## src/rtl/rom_boot_pkg.sv

```systemverilog
// rom_boot_pkg: shared constants and state encoding for the ROM bootloader
package rom_boot_pkg;
    localparam int SRAM_AW    = 19;
    localparam int WORD_BYTES = 4;
    typedef enum logic [2:0] {
        IDLE     = 3'd0,
        WRITE    = 3'd1,
        ACK      = 3'd2,
        WAIT_LOW = 3'd3,
        DONE     = 3'd4
    } state_t;
endpackage

```

## src/rtl/rom_bootloader_word_unpacker.sv

```systemverilog
// word_unpacker: holds one 32-bit host word and presents it MSB-first, one byte per advance
module word_unpacker
    import rom_boot_pkg::*;
(
    input  logic        clk,
    input  logic        rst_n,
    input  logic        load,
    input  logic        advance,
    input  logic [31:0] word,
    output logic [7:0]  byte_out,
    output logic        last
);
    logic [31:0] shreg;
    logic [1:0]  idx;
    always_ff @(posedge clk) begin
        if (!rst_n) begin
            shreg <= '0;
            idx   <= '0;
        end else if (load) begin
            shreg <= word;
            idx   <= '0;
        end else if (advance) begin
            shreg <= {shreg[23:0], 8'h00};
            idx   <= idx + 2'd1;
        end
    end
    assign byte_out = shreg[31:24];
    assign last     = idx == 2'(WORD_BYTES - 1);
endmodule

```

## src/rtl/rom_bootloader.sv

```systemverilog
// rom_bootloader: streams host ROM words into SRAM one byte at a time, then flags initialised.
// Define ROM_BOOTLOADER_CHECKSUM_EN to accumulate a 16-bit sum of written bytes on rom_checksum.
module rom_bootloader
    import rom_boot_pkg::*;
#(
    parameter logic [SRAM_AW-1:0] BASE_ADDR = 19'h00000,
    parameter int                 ROM_BYTES = 49152
) (
    input  logic               ck16,
    input  logic               pown_reset_n,
    input  logic [31:0]        host_bootdata,
    input  logic               host_bootdata_req,
    output logic               host_bootdata_ack,
    output logic [SRAM_AW-1:0] romwrite_addr,
    output logic [7:0]         romwrite_data,
    output logic               romwrite_wr,
    input  logic               romwrite_ready,
    output logic               host_rom_initialised,
    output logic [15:0]        rom_checksum
);
    localparam int CW = SRAM_AW + 1;
    state_t        state, next_state;
    logic [CW-1:0] count;
    logic [7:0]    cur_byte;
    logic          last, load, advance;
    assign load    = state == IDLE && host_bootdata_req;
    assign advance = state == WRITE && romwrite_ready;
    word_unpacker u_unpack (
        .clk      (ck16),
        .rst_n    (pown_reset_n),
        .load     (load),
        .advance  (advance),
        .word     (host_bootdata),
        .byte_out (cur_byte),
        .last     (last)
    );
    always_ff @(posedge ck16) begin
        if (!pown_reset_n) state <= IDLE;
        else               state <= next_state;
    end
    // WAIT_LOW keeps a held req from being captured a second time
    always_comb begin
        next_state = state;
        unique case (state)
            IDLE:     next_state = host_bootdata_req ? WRITE : IDLE;
            WRITE:    next_state = advance && last ? ACK : WRITE;
            ACK:      next_state = count == CW'(ROM_BYTES) ? DONE : WAIT_LOW;
            WAIT_LOW: next_state = host_bootdata_req ? WAIT_LOW : IDLE;
            DONE:     next_state = DONE;
            default:  next_state = IDLE;
        endcase
    end
    always_comb begin
        romwrite_wr          = state == WRITE;
        romwrite_data        = state == WRITE ? cur_byte : 8'h00;
        romwrite_addr        = BASE_ADDR + count[SRAM_AW-1:0];
        host_bootdata_ack    = state == ACK;
        host_rom_initialised = state == DONE;
    end
    always_ff @(posedge ck16) begin
        if (!pown_reset_n) count <= '0;
        else if (advance)  count <= count + CW'(1);
    end
`ifdef ROM_BOOTLOADER_CHECKSUM_EN
    always_ff @(posedge ck16) begin
        if (!pown_reset_n) rom_checksum <= '0;
        else if (advance)  rom_checksum <= rom_checksum + {8'h00, cur_byte};
    end
`else
    assign rom_checksum = 16'h0000;
`endif
    always_ff @(posedge ck16) begin
        assert (32'(BASE_ADDR) + 32'(ROM_BYTES) <= 32'(2 ** SRAM_AW) && ROM_BYTES % WORD_BYTES == 0 && ROM_BYTES > 0)
            else $error("rom_bootloader: BASE_ADDR/ROM_BYTES exceed the SRAM or are not whole words");
    end
endmodule

```

## config.mk

```make
export PLATFORM = sky130hd
export DESIGN_NAME = rom_bootloader
export DESIGN_NICKNAME = d
export VERILOG_FILES = /design/src/rtl/rom_boot_pkg.sv /design/src/rtl/rom_bootloader_word_unpacker.sv /design/src/rtl/rom_bootloader.sv
export SDC_FILE = /design/constraint.sdc
export NUM_CORES = 1
export LEC_CHECK = 0
export CORE_MARGIN = 1.5
export CORE_UTILIZATION = 43
export CTS_CLUSTER_SIZE = 28
export DETAILED_ROUTE_END_ITERATION = 8
export PLACE_DENSITY = 0.76
export SLEW_MARGIN = 5
export SYNTH_ARGS = -nofsm -noshare
export SYNTH_HDL_FRONTEND = slang
export SYNTH_SLANG_ARGS = --single-unit
export TNS_END_PERCENT = 5
```

## constraint.sdc

```tcl
create_clock -name ck16 -period 1.49 [get_ports ck16]
set_input_delay 0.149 -clock ck16 [delete_from_list [all_inputs] [get_ports ck16]]
set_output_delay 0.149 -clock ck16 [all_outputs]
set_load 0.1 [all_outputs]
```

### Yosys cells after proc, flatten, opt, wreduce, memory -nomap -nowiden

Cells that the tools add are included.

* register bits after elaboration: 57
* latch bits: 0
* bits in writable memories: 0
* memory bits (read-only): 0
* input bits: 36
* output and inout bits: 46
* word-level logic and storage cells: 27
* memories kept: 0

* add/subtract/negate cells: 2
* multiply operators: 0
* div/mod/pow operators: 0
* $lt $le $gt $ge: 0
* eq/ne operators: 6
* shift operators: 0
* muxes and demuxes: 8
* bitwise gates (word level): 1
* reductions and logical operators: 6

Operators by type and width (count)
* $mux W32: 2
* $add A20 B1 Y20 const B: 1
* $eq A20 B16 Y1 const B: 1
* $pmux W3 S5: 1
* $mux W8: 1
* $eq A3 B2 Y1 const B: 2
* $mux W2: 2
* $eq A3 B1 Y1 const B: 1
* $eq A3 B3 Y1 const B: 1
* $logic_and A1 B1 Y1: 3
* $logic_not A3 Y1: 1
* $mux W3: 1
* $add A2 B1 Y2 const B: 1
* $eq A2 B2 Y1 const B: 1
* $reduce_bool A2 Y1: 1
* $reduce_or A2 Y1: 1
* $mux W1: 1
* $not A1 Y1: 1

### Logic depth before layout (Yosys ltp)

* depth after elaboration: 5
* mapped depth: 6

### Cells and area by module

From an unflattened synthesis, not the netlist that was laid out.

* cells, all modules: 341
* area total of the unflattened synthesis: 3236.9 um2

Modules (own cells, without submodules)
* word_unpacker: times used 1, cells each 158, area each 1775.5 um2
* rom_bootloader: times used 1, cells each 183, area each 1461.4 um2

### Worst setup path after synthesis

OpenSTA, ideal clock, no wires.

* path kind: flip-flop to flip-flop
* from: reg state[2]
* to: reg state[2]
* arrival: 3.083 ns
* path slack: -1.659 ns
* cell stages (with the launch flop): 4
* buffers on the path: 1
* cell sequence: dfxtp_1 -> clkbuf_2 -> nor3b_1 -> a22o_1

* longest elaborated chain between the ends: 2

Ends and longest elaborated chain
* start: declaration: line rom_bootloader.sv:22 `state_t state, next_state;`
* start signal: assignment: line rom_bootloader.sv:39 `else state <= next_state;`
* $eq A3 B3 Y1
* net host_rom_initialised: line rom_bootloader.sv:18 `output logic host_rom_initialised,`
* $pmux W3 S5: line rom_bootloader.sv:44 `unique case (state)`

The timed path passes the listed nets, and every way through them passes these cells.
A chain may end at the register's enable or synchronous reset.

### Worst setup path after layout

* from: reg count[3]
* to: reg count[13]

* longest elaborated chain between the ends: 1

Ends and longest elaborated chain
* start: declaration: line rom_bootloader.sv:23 `logic [CW-1:0] count;`
* start signal: assignment: line rom_bootloader.sv:62 `else if (advance) count <= count + CW'(1);`
* $add A20 B1 Y20: line rom_bootloader.sv:62

Every way passes these cells.

==> results.json <==
{
  "status": "finished, violations left",
  "violations": "DRC, setup timing",
  "p_clk_share_pct": 37.4,
  "drt_iter0_markers": 266,
  "power_frac_seq_pct": 42.1,
  "ys.flop_type": "dfxtp_1",
  "dpl.hpwl_microns": 5170,
  "hold_ws_ns": 0.368,
  "fin_worst_skew_ns": 0.0107,
  "ir_drop_mv": 0.653,
  "crit_path_start_kind": "flop",
  "synth_edf_count": 0,
  "ff_latch_area_sq_mm": 0.00116,
  "leakage_nw": 1.88,
  "synthDistinctLibCells": 41,
  "die_h_microns": 85.6,
  "drc": 3,
  "cts_tree": "yes",
  "top_usage_layer": "met2",
  "antenna_found_initial": 0,
  "setup_viol": 47,
  "coreArea_sq_mm": 0.00646,
  "antenna_cells": 0,
  "synth-seq-cells": 57,
  "grt_max_degree": 51,
  "place_ws_ns": -0.463,
  "fin_util_pct": 70.6,
  "cp_max_fo": 4,
  "netSwitchingFraction_pct": 30.9,
  "cts_buffers": 9,
  "gr-total-overflow": 0,
  "synth_area_per_cell_sq_um": 8.80,
  "grtUsageMet1_pct": 28.7,
  "power-per-cell-area_mw_per_mm2": 859,
  "drv_cap": 0,
  "firstDrtPassIters": 7,
  "grt_pass1_wl_microns": 12800,
  "clock_latency_ns": 0.34,
  "worstPathRequired_ns": 1.77,
  "use_met2_pct": 36.3,
  "clockBufferDepth": 2,
  "clkSlewWorstSetupHoldPaths_ns": 0.07,
  "wl_microns": 8380,
  "fillers": 435,
  "area_delta_synth_final_pct": 55.6,
  "gr-usage-met3_pct": 4.23,
  "wire_per_inst_microns": 16.6,
  "fin_crit_ns": 1.67,
  "syn-cell-area_sq_mm": 0.00293,
  "io_buffers": 65,
  "gp_congestion": 0.870,
  "rsz0062_at_grt": "true",
  "io_pins": 82,
  "cp.arrival_ns": 1.94,
  "drive_gt1_share_pct": 34.2,
  "fmax_mhz": 600,
  "cts_sinks": 57,
  "ys_warn_count": 0,
  "worst-setup-path-type": "reg -> reg",
  "via_count": 2811,
  "crit_path_end_kind": "flop",
  "dieArea_sq_mm": 0.00732,
  "netSwitchingPower_w": 0.00121,
  "seq_area_frac_synth_pct": 38.9,
  "synthCells": 333,
  "slew_violations": 0,
  "layout.cells.non_filler": 504,
  "multi_input_area_sq_mm": 0.00169,
  "hold_class": "in -> reg",
  "p_int_w": 0.00271,
  "finalCritPeriodShare_pct": 112,
  "combPwrFrac_pct": 20.5,
  "vias_per_cell": 5.58,
  "initial_core_util_pct": 45.4,
  "grtUsageTotal_pct": 22.2,
  "cts_root_buffer": "clkbuf_8",
  "hold_viol": 0,
  "core.rowCount": 29,
  "ant_nets": 0,
  "grt_pass1_vias": 2654,
  "async_flop_share_pct": 0,
  "dp_cells": 482,
  "setup_slack_ns": -0.176,
  "final_nets": 461,
  "die_w_microns": 85.6,
  "h-tree-depth": 3
}
power by group through the flow:
stage | Sequential [W] | Combinational [W] | Clock [W]
detailed placement | 0.00168 | 0.000756 | 0
global placement | 0.00168 | 0.000744 | 0
global route | 0.00166 | 0.000845 | 0.00155
CTS | 0.00165 | 0.000780 | 0.00147
floorplan | 0.00167 | 0.000555 | 0
finish | 0.00165 | 0.000804 | 0.00146
stage by stage:
stage | TNS [ns] | area, sq um | total power, W
2_1_floorplan | -7.22 | 3040 | 0.00223
3_3_place_gp | -12.49 | 4110 | 0.00242
3_5_place_dp | -14.32 | 4110 | 0.00244
4_1_cts | -2.63 | 4430 | 0.00390
5_1_grt | -5.75 | 4560 | 0.00405
6_report | -3.25 | 4560 | 0.00392
worst max-delay path: stages (launching register included):
cell     delay, ns
dfxtp_2       0.36
buf_6         0.12
nand4_1       0.17
or3_4         0.43
or4_4         0.43
a21oi_2       0.12
cells by family after synthesis:
logic type | count (synthesis) | synth area share [%]
AOI/OAI and AO/OA | 59 | 13.7
xor gates and xnor gates | 8 | 2.39
adders and majority gates | 3 | 1.28
buffers and inverters | 60 | 12.8
DFF | 57 | 38.9
muxes | 26 | 8.88
other | 1 | 0.128
and+or+nand+nor | 119 | 21.8
per-layer routing:
metal	wire [microns]	vias up	part of all wire, %
met5	0	-	0
li1	-	1322	-
met3	424	14	5.1
met4	146	0	1.7
met1	3480	1361	42
met2	4330	114	52
area by class of cell:
class                           count  share of cell area (%)
Timing Repair Buffer              116                    30.6
Multi-Input combinational cell    232                    37.0
Tap cell                           77                    2.11
Inverter                            6                   0.494
Sequential cell                    57                    25.5
Clock inverter                      5                    1.21
Clock buffer                       11                    3.10
sequential cells by signal (all words and copies together) (netlist names):
name / cells
u_unpack.shreg: 32
u_unpack.idx: 2
count: 20
state: 3
repair_timing:
action | CTS | global route
buffers inserted | 3 | 2
pin swaps | 8 | 15
resized for setup | 27 | 30
hold buffers | 0 | 0
gates cloned | 1 | 0
endpoints found under the setup margin | 59 | 61
worst paths after layout:
| kind | end | slack, ns | startpoint | cells after the start |
|---|---|---|---|---|
| max reg2reg | count[13] | -0.18 | count[3] | 5 |
| max | count[13] | -0.18 | count[3] | 5 |
| min reg2reg | count[19] | 0.50 | count[19] | 2 |
| min | state[0] | 0.37 | romwrite_ready | 4 |
cells in the mapped netlist, types with 5 or more instances:
master / n / area share [%]
inv_1: 6 / 0.77
buf_2: 6 / 1.0
dfxtp_1: 57 / 39
mux2i_1: 26 / 8.9
nand2_1: 20 / 2.6
clkbuf_1: 10 / 1.3
or4_1: 9 / 2.3
nor2_1: 47 / 6.0
a22oi_1: 8 / 2.0
xnor2_1: 5 / 1.5
and2_1: 8 / 1.7
a211oi_1: 24 / 6.1
o31ai_1: 7 / 1.8
nand4_1: 5 / 1.1
buf_4: 36 / 9.2
a21oi_1: 14 / 2.4
nor4_1: 5 / 1.1
nand2b_1: 5 / 1.1
cells in the final DEF (no fill, tap or decap), types with 7 or more instances in the layout:
master / netlist / routed
conb_1: 1 / 16
o31ai_1: 7 / 7
clkbuf_8: 0 / 10
a211oi_1: 24 / 21
dfxtp_1: 57 / 48
a21oi_1: 14 / 13
a22oi_1: 8 / 8
clkdlybuf4s50_1: 0 / 34
nor2_1: 47 / 42
buf_4: 36 / 42
and2_4: 0 / 8
buf_12: 0 / 33
nand2_1: 20 / 20
mux2i_1: 26 / 26
(Power assumes the default switching activity.)
